$ cat src/rtl/arb_pkg.sv
// Shared types and helpers for the round-robin request arbiter.
package arb_pkg;

  typedef enum logic [1:0] {
    IDLE,
    WAIT,
    DONE
  } state_e;

  // Length of the forced gap between transactions, in cycles.
  localparam int unsigned DONE_CYCLES = 1;

  // Index width for an n-entry vector; never narrower than 1 bit.
  function automatic int unsigned clog2_min1(input int unsigned n);
    return (n <= 32'd2) ? 32'd1 : $clog2(n);
  endfunction

endpackage

$ cat src/rtl/req_rr_arbiter_if.sv
// Requester-side and grant-pipeline-side signals of the arbiter.
interface req_rr_arbiter_if #(
  parameter int unsigned NUM_REQ = 4
);
  localparam int unsigned IdxW = arb_pkg::clog2_min1(NUM_REQ);

  logic [NUM_REQ-1:0] req_i;
  logic [NUM_REQ-1:0] gnt_o;
  logic               req_o;
  logic               gnt_i;
  logic [IdxW-1:0]    owner_o;
  logic               timeout_o;
  logic               spurious_o;

  // Arbiter side.
  modport slave (
    input  req_i,
    input  gnt_i,
    output gnt_o,
    output req_o,
    output owner_o,
    output timeout_o,
    output spurious_o
  );

  // Requesters plus grant pipeline side.
  modport master (
    output req_i,
    output gnt_i,
    input  gnt_o,
    input  req_o,
    input  owner_o,
    input  timeout_o,
    input  spurious_o
  );

endinterface

$ cat src/rtl/rr_pick.sv
// Combinational round-robin pick: rotate so the entry after last_winner sits at
// bit 0, take the lowest set bit, then rotate the index back.
module rr_pick import arb_pkg::*; #(
  parameter int unsigned NUM_REQ = 4,
  localparam int unsigned IdxW = clog2_min1(NUM_REQ)
) (
  input  logic [NUM_REQ-1:0] req,
  input  logic [IdxW-1:0]    last_winner,
  output logic               found,
  output logic [IdxW-1:0]    idx
);

  logic [NUM_REQ-1:0] rot;
  logic [IdxW-1:0]    src;
  int unsigned        offs;

  // Rotate, priority-encode from bit 0, un-rotate.
  always_comb begin
    rot  = '0;
    src  = '0;
    offs = 0;
    for (int unsigned i = 0; i < NUM_REQ; i++) begin
      src    = IdxW'((i + 32'(last_winner) + 32'd1) % NUM_REQ);
      rot[i] = req[src];
    end
    for (int i = NUM_REQ - 1; i >= 0; i--) begin
      if (rot[i]) offs = unsigned'(i);
    end
    found = |req;
    idx   = IdxW'((offs + 32'(last_winner) + 32'd1) % NUM_REQ);
  end

endmodule

$ cat src/rtl/req_rr_arbiter.sv
// Round-robin arbiter in front of a single req/gnt grant pipeline. Issues one
// request at a time, waits for gnt_i (bounded by GNT_TIMEOUT), then pulses the
// grant back to the winning requester. All outputs are registered.
module req_rr_arbiter import arb_pkg::*; #(
  parameter int unsigned NUM_REQ     = 4,
  parameter int unsigned GNT_TIMEOUT = 8
) (
  input logic            clk,
  input logic            rst_n,
  req_rr_arbiter_if.slave bus
);

  localparam int unsigned IdxW = clog2_min1(NUM_REQ);
  localparam int unsigned CntW = $clog2(GNT_TIMEOUT + 1);

  state_e             state_q, state_d;
  logic [CntW-1:0]    cnt_q, cnt_d;
  logic [IdxW-1:0]    last_q, last_d;
  logic [IdxW-1:0]    owner_q, owner_d;
  logic               req_q, req_d;
  logic [NUM_REQ-1:0] gnt_q, gnt_d;
  logic               timeout_q, timeout_d;
  logic               spurious_q, spurious_d;

  logic               pick_found;
  logic [IdxW-1:0]    pick_idx;

  rr_pick #(
    .NUM_REQ(NUM_REQ)
  ) u_pick (
    .req        (bus.req_i),
    .last_winner(last_q),
    .found      (pick_found),
    .idx        (pick_idx)
  );

  // Next-state and registered-output values; pulses default low every cycle.
  always_comb begin
    state_d    = state_q;
    cnt_d      = cnt_q;
    last_d     = last_q;
    owner_d    = owner_q;
    req_d      = req_q;
    gnt_d      = '0;
    timeout_d  = 1'b0;
    spurious_d = 1'b0;

    unique case (state_q)
      IDLE: begin
        spurious_d = bus.gnt_i;
        if (pick_found) begin
          owner_d = pick_idx;
          req_d   = 1'b1;
          cnt_d   = '0;
          state_d = WAIT;
        end
      end
      WAIT: begin
        if (bus.gnt_i) begin
          gnt_d[owner_q] = 1'b1;
          req_d          = 1'b0;
          last_d         = owner_q;
          state_d        = DONE;
        end else if (cnt_q == CntW'(GNT_TIMEOUT)) begin
          // Advance the pointer anyway so a dead requester cannot starve others.
          timeout_d = 1'b1;
          req_d     = 1'b0;
          last_d    = owner_q;
          state_d   = DONE;
        end else begin
          cnt_d = cnt_q + 1'b1;
        end
      end
      DONE: begin
        // Forced low cycle on req_o so the pipeline sees a falling edge.
        spurious_d = bus.gnt_i;
        req_d      = 1'b0;
        state_d    = IDLE;
      end
      default: begin
        req_d   = 1'b0;
        state_d = IDLE;
      end
    endcase
  end

  // State and output registers, cleared asynchronously.
  always_ff @(posedge clk or negedge rst_n) begin
    if (!rst_n) begin
      state_q    <= IDLE;
      cnt_q      <= '0;
      last_q     <= IdxW'(NUM_REQ - 1);
      owner_q    <= '0;
      req_q      <= 1'b0;
      gnt_q      <= '0;
      timeout_q  <= 1'b0;
      spurious_q <= 1'b0;
    end else begin
      state_q    <= state_d;
      cnt_q      <= cnt_d;
      last_q     <= last_d;
      owner_q    <= owner_d;
      req_q      <= req_d;
      gnt_q      <= gnt_d;
      timeout_q  <= timeout_d;
      spurious_q <= spurious_d;
    end
  end

  assign bus.req_o      = req_q;
  assign bus.gnt_o      = gnt_q;
  assign bus.owner_o    = owner_q;
  assign bus.timeout_o  = timeout_q;
  assign bus.spurious_o = spurious_q;

endmodule
$ cat src/flat_wrapper.sv
// flat-port wrapper written by rule: the top's interface ports become plain ports
module req_rr_arbiter_flat import arb_pkg::*;
#(
  parameter int unsigned NUM_REQ     = 4,
  parameter int unsigned GNT_TIMEOUT = 8
)
  (clk, rst_n, bus_req_i, bus_gnt_i, bus_gnt_o, bus_req_o, bus_owner_o, bus_timeout_o, bus_spurious_o);
  req_rr_arbiter_if #(.NUM_REQ(NUM_REQ)) bus_i ();
  input logic clk;
  input logic rst_n;
  input wire logic [$bits(bus_i.req_i)-1:0] bus_req_i;
  input wire logic [$bits(bus_i.gnt_i)-1:0] bus_gnt_i;
  output wire logic [$bits(bus_i.gnt_o)-1:0] bus_gnt_o;
  output wire logic [$bits(bus_i.req_o)-1:0] bus_req_o;
  output wire logic [$bits(bus_i.owner_o)-1:0] bus_owner_o;
  output wire logic [$bits(bus_i.timeout_o)-1:0] bus_timeout_o;
  output wire logic [$bits(bus_i.spurious_o)-1:0] bus_spurious_o;
  assign bus_i.req_i = bus_req_i;
  assign bus_i.gnt_i = bus_gnt_i;
  assign bus_gnt_o = bus_i.gnt_o;
  assign bus_req_o = bus_i.req_o;
  assign bus_owner_o = bus_i.owner_o;
  assign bus_timeout_o = bus_i.timeout_o;
  assign bus_spurious_o = bus_i.spurious_o;
  req_rr_arbiter #(.NUM_REQ(NUM_REQ), .GNT_TIMEOUT(GNT_TIMEOUT)) u_core (.clk(clk), .rst_n(rst_n), .bus(bus_i));
endmodule
$ cat config.mk
export PLATFORM = sky130hd
export DESIGN_NAME = req_rr_arbiter_flat
export DESIGN_NICKNAME = d
export VERILOG_FILES = /design/src/rtl/arb_pkg.sv /design/src/rtl/req_rr_arbiter_if.sv /design/src/rtl/rr_pick.sv /design/src/rtl/req_rr_arbiter.sv /design/src/flat_wrapper.sv
export SDC_FILE = /design/constraint.sdc
export NUM_CORES = 1
export LEC_CHECK = 0
export CORE_MARGIN = 2
export CORE_UTILIZATION = 40
export DETAILED_ROUTE_END_ITERATION = 8
export SYNTH_ARGS = -nofsm -noshare
export SYNTH_HDL_FRONTEND = slang
export SYNTH_SLANG_ARGS = --single-unit
$ cat constraint.sdc
create_clock -name clk -period 2.1 [get_ports clk]
set_input_delay 0.42 -clock clk [delete_from_list [all_inputs] [get_ports clk]]
set_output_delay 0.42 -clock clk [all_outputs]
set_load 0.05 [all_outputs]
Word level (Yosys, flattened, before mapping). Index checks and enable logic that the tools add are counted.

Equal/unequal tests: 7. $lt $le $gt $ge: 6. Reductions and logical operators: 10. Muxes and demuxes: 34. $add $sub $neg: 9.

Operators by type and width (count): $mux 4 (5); $mux 2 (9); $lt 2x3->1 const B (5); $mux 1 (12); $add 2x1->2 const B (4); $bmux 1 s2 (4); $pmux 4 s2 (1); $reduce_and 2->1 (3); $add 2x2->2 const A (2); $add 4x1->4 const B (1); $eq 4x4->1 const B (1); $ne 2x2->1 const B (2); $pmux 2 s2 (1); $reduce_and 4->1 (1); $reduce_bool 2->1 (2); $reduce_or 4->1 (1); $ne 3x2->1 const B (1); $add 1x2->2 const A (1); $add 2x2->2 (1); $demux 1 s2 (1); $eq 2x1->1 const B (1); $eq 2x2->1 const B (1); $ge 2x1->1 const B (1); $logic_not 2->1 (1); other kinds (4) (4).

Output and inout bits: 9. Register bits: 17.

Depth between registers and ports, before layout.
Word-level depth: 10. Mapped depth: 9. Mapped depth without buffers: 9.

Hierarchy. Synthesis repeated with hierarchy kept, for this count alone.

Cells, all modules: 88. Area, all modules: 888.4 um^2.

Modules (own cells, without submodules): req_rr_arbiter (cells each 59, area each 694.4 um^2, sequential area each 402.9 um^2, instances 1); rr_pick (cells each 29, area each 193.9 um^2, sequential area each 0.0 um^2, instances 1).

Worst setup path before layout. OpenSTA, ideal clock, no wires.

Path kind: input to register. From: input bus_req_i[1]. To: register u_core.owner_q[1] (netlist: u_core.bus.owner_o[1]). Stages on the path: 7. Library setup time: 0.120 ns. Path slack: 0.130 ns. Arrival time: 1.851 ns. Path buffers: 0. Required time: 1.980 ns. Path through: or4_1 > o221ai_1 > a21oi_1 > ha_1 > xnor2_1 > or3_1 > a31o_1.

Longest elaborated chain between the ends: 8.

RTL lines: from (decl) (RTL line flat_wrapper.sv:11) `input wire logic [$bits(bus_i.req_i)-1:0] bus_req_i;`; $bmux 1 s2 (RTL line rr_pick.sv:24) `rot[i] = req[src];`; $mux 1 (not written as such) (RTL line rr_pick.sv:24); $mux 2 (4 in series) (RTL line rr_pick.sv:27) `if (rot[i]) offs = unsigned'(i);`; $add 2x2->2 (RTL line rr_pick.sv:30) `idx = IdxW'((offs + 32'(last_winner) + 32'd1) % NUM_REQ);`; $add 2x1->2 (RTL line rr_pick.sv:30); to (signal assigned) (RTL line req_rr_arbiter.sv:102) `owner_q <= owner_d;`; to (decl) (RTL line req_rr_arbiter.sv:19) `logic [IdxW-1:0] owner_q, owner_d;`.

Parallel ways exist; a longest one is shown, timed or not. The select of a mux whose other input is x is not followed. A chain may end at the register's enable or synchronous reset.

Final worst setup path.
From: register u_core.last_q[0]. To: register u_core.owner_q[1] (netlist: u_core.bus.owner_o[1]).

Longest elaborated chain between the ends: 10.

RTL lines: from (decl) (RTL line req_rr_arbiter.sv:18) `logic [IdxW-1:0] last_q, last_d;`; from (signal assigned) (RTL line req_rr_arbiter.sv:92) `last_q <= IdxW'(NUM_REQ - 1);`; from (signal assigned) (RTL line req_rr_arbiter.sv:101) `last_q <= last_d;`; $add 2x2->2 (RTL line rr_pick.sv:23) `src = IdxW'((i + 32'(last_winner) + 32'd1) % NUM_REQ);`; $add 2x1->2 (RTL line rr_pick.sv:23); $bmux 1 s2 (RTL line rr_pick.sv:24); $mux 1 (not written as such) (RTL line rr_pick.sv:24); $mux 2 (4 in series) (RTL line rr_pick.sv:27); $add 2x2->2 * (RTL line rr_pick.sv:30); $add 2x1->2 * (RTL line rr_pick.sv:30).

Every way passes the cells marked *; elsewhere a longest branch is shown, timed or not. The select of a mux whose other input is x is not followed.

==> impl_metrics.env <==
export IMPL_final_util_pct=56.19
export IMPL_cts_sinks=16
export IMPL_die_area_mm2=0.002444
export IMPL_avgSynthCellArea_um2=9.949
export IMPL_clockBufferDepth=2
export IMPL_ir_drop_mv=0.6012
export IMPL_hpwl_mm=1.296
export IMPL_drive_above_1_share_pct=22.02
export IMPL_status="complete, no violations"
export IMPL_fin_ws_ns=0.08436
export IMPL_yosysMostFrequentCell="dfrtp_1"
export IMPL_synth_cells=83
export IMPL_nFillCells=195
export IMPL_timing_hold_ws_ns=0.4613
export IMPL_die_w_um=49.44
export IMPL_required_ns=2.27
export IMPL_viasPerCell=5.074
export IMPL_total_power_w=0.001187
export IMPL_p_per_area_mw_per_mm2=1076
export IMPL_grt_max_degree=17
export IMPL_first_pass_iters=4
export IMPL_instances_no_fill=136
export IMPL_core_area_mm2=0.001962
export IMPL_synthFlopType="dfrtp_1"
export IMPL_ys_ff_latch=16
export IMPL_max_cap_violations=0
export IMPL_grt_first_pass_wirelength_mm=2.870
export IMPL_yosysUniqueCellTypes=36
export IMPL_final_nets=121
export IMPL_synth_area_um2=825.8
export IMPL_cts_max_level=1
export IMPL_dp_slack_ns=-0.3490
export IMPL_max_freq_mhz=496.1
export IMPL_power_leakage_nw=0.4784
export IMPL_clk_pin_slew_ns=0.09
export IMPL_finalHoldViolCount=0
export IMPL_tightest_slew_ns=0.5047
export IMPL_cp_max_fo=7
export IMPL_synthArstFlopShare_pct=100.0
export IMPL_ioPinCount=16
export IMPL_period_minus_slack_ns=2.016
export IMPL_netlist_top_cells_count="dfrtp_1, nor2_1, nand2_1"
export IMPL_hold_class="in -> async"
export IMPL_routabilityCongestion=0.7871
export IMPL_detail_route_antenna_nets=0
export IMPL_cts_made_buffers=3
export IMPL_synth_area_leaders="dfrtp_1, dfstp_2, ha_1"
export IMPL_n_antenna_cell=0
export IMPL_drc=0
export IMPL_drv_slew=0
export IMPL_ys_warnings_count=0
export IMPL_multi_input_area_um2=411.6
export IMPL_setup_viol=0
export IMPL_ys_seq_area_share_pct=48.79
export IMPL_cts_tree="yes"
export IMPL_fin_worst_skew_ns=0.001458
export IMPL_wl_mm=1.644
export IMPL_ff_latch_area_um2=402.9
export IMPL_first_global_vias=651
export IMPL_synth_edf_count=0
export IMPL_yosysTopAreaCellShare_pct=42.42
export IMPL_crit_arrival_ns=2.19
export IMPL_syn_num_nets=93
export IMPL_vias=690
export IMPL_gr_total_overflow=0
export IMPL_cp_end_kind="register"
export IMPL_first_iter_violations=4
export IMPL_r2r_cells=7
export IMPL_antenna_found_initial=0
export IMPL_rows=16
export IMPL_post_route_period_util_pct=95.98
export IMPL_insertion_delay_ns=0.27
export IMPL_grt_usage_pct=15.56
export IMPL_cts_root_buf="clkbuf_4"
export IMPL_path_class="reg -> reg"
export IMPL_area_delta_synth_final_pct=33.49
export IMPL_cp_start_kind="register"
export IMPL_dp_cells=132
export IMPL_start_util_pct=42.09
export IMPL_wl_per_cell_um=12.09
export IMPL_max_slew_margin_pct=66.25
export IMPL_die_h_um=49.44
export IMPL_io_buffers=15
export IMPL_synth_top_area_cell="dfrtp_1"
[cell usage in the layout (no fill, tap or decap), types with 2 or more instances in the layout]
cell / netlist / final
dfrtp_1: 14 / 14
clkdlybuf4s50_1: 0 / 11
buf_4: 0 / 9
nor2_1: 8 / 8
nand2_1: 6 / 6
inv_1: 4 / 4
o21ai_0: 4 / 4
a21oi_1: 4 / 4
dlygate4sd2_1: 0 / 4
nand3_1: 3 / 3
nor2b_1: 3 / 3
clkbuf_4: 0 / 3
and2_1: 2 / 2
nand2b_1: 2 / 2
nor3_1: 2 / 2
xor2_1: 2 / 2
or3_1: 2 / 2
o211ai_1: 2 / 2
ha_1: 3 / 2
dfstp_2: 2 / 2
[worst max-delay path: stages (launching register included)]
cell and delay (ns):
dfstp_2 0.42, or4_4 0.54, o221ai_2 0.07, a21oi_1 0.06, ha_2 0.18, xnor2_1 0.13, or3_1 0.31, a31o_1 0.21
[sequential cells by signal, indices dropped and copies added, names as in the netlist]
signal	count
u_core.state_q	2
u_core.last_q	2
u_core.bus.owner_o	2
u_core.cnt_q	4
u_core.bus.timeout_o	1
u_core.bus.gnt_o	4
u_core.bus.spurious_o	1
[cell families after synthesis]
| logic type | Yosys count | share of synthesized area, % |
|---|---|---|
| AOI/OAI and AO/OA | 18 | 15.76 |
| buffers and inverters | 6 | 2.877 |
| adders and majority gates | 3 | 4.546 |
| DFF | 16 | 48.79 |
| muxes | 1 | 1.364 |
| and+or+nand+nor | 36 | 23.49 |
| xor gates and xnor gates | 3 | 3.182 |
[worst paths after layout]
kind	from	endpoint	slack, ns
max	u_core.last_q[0]$_DFFE_PN1P_	u_core.bus.owner_o[1]$_DFFE_PN0P_	0.08
max reg2reg	u_core.last_q[0]$_DFFE_PN1P_	u_core.bus.owner_o[1]$_DFFE_PN0P_	0.08
max in group asynchronous	rst_n	u_core.last_q[1]$_DFFE_PN1P_	1.39
min reg2reg	u_core.state_q[1]$_DFFE_PN0P_	u_core.state_q[0]$_DFFE_PN0P_	0.53
min in group clk	u_core.state_q[1]$_DFFE_PN0P_	u_core.state_q[0]$_DFFE_PN0P_	0.53
min	rst_n	u_core.bus.timeout_o$_DFF_PN0_	0.46
[per-stage QoR]
| step | area (um^2) | TNS, ns |
|---|---|---|
| final | 1102 | 0 |
| after global routing | 1102 | -0.01054 |
| after CTS | 1085 | 0 |
| after detailed placement | 1065 | -0.3490 |
| after global placement | 1065 | -0.3227 |
| after floorplan | 825.8 | 0 |
[area by class of cell]
| type | count | area share (%) |
|---|---|---|
| Multi-Input combinational cell | 61 | 37.34 |
| Sequential cell | 16 | 36.55 |
| Timing Repair Buffer | 24 | 19.30 |
| Tap cell | 27 | 3.065 |
| Clock buffer | 3 | 2.043 |
| Inverter | 5 | 1.703 |
[timing repair]
| item | in CTS | in global routing |
|---|---|---|
| resized for setup | 5 | 2 |
| setup endpoints to repair | 1 | 1 |
| setup buffers | 0 | 1 |
| hold endpoints to repair | 0 | 0 |
| hold buffers | 0 | 0 |
| pin swaps | 2 | 2 |
[routing by layer]
metal	up-vias	part of all wire (%)	global-route usage, %	wire [um]
met2	16	50	25.90	820
met5	-	0	0	0
met4	0	0.85	6.944	14
li1	351	-	-	-
met3	2	3.2	1.840	52
met1	321	46	20.28	757
[report_power, final]
part	leakage, nW	internal (W)	switching [W]
clock	0.0138	0.0000663	0.0000863
sequential	0.205	0.000396	0.000108
combinational	0.259	0.000226	0.000303
Note: power is estimated with default switching activity, not from simulation.
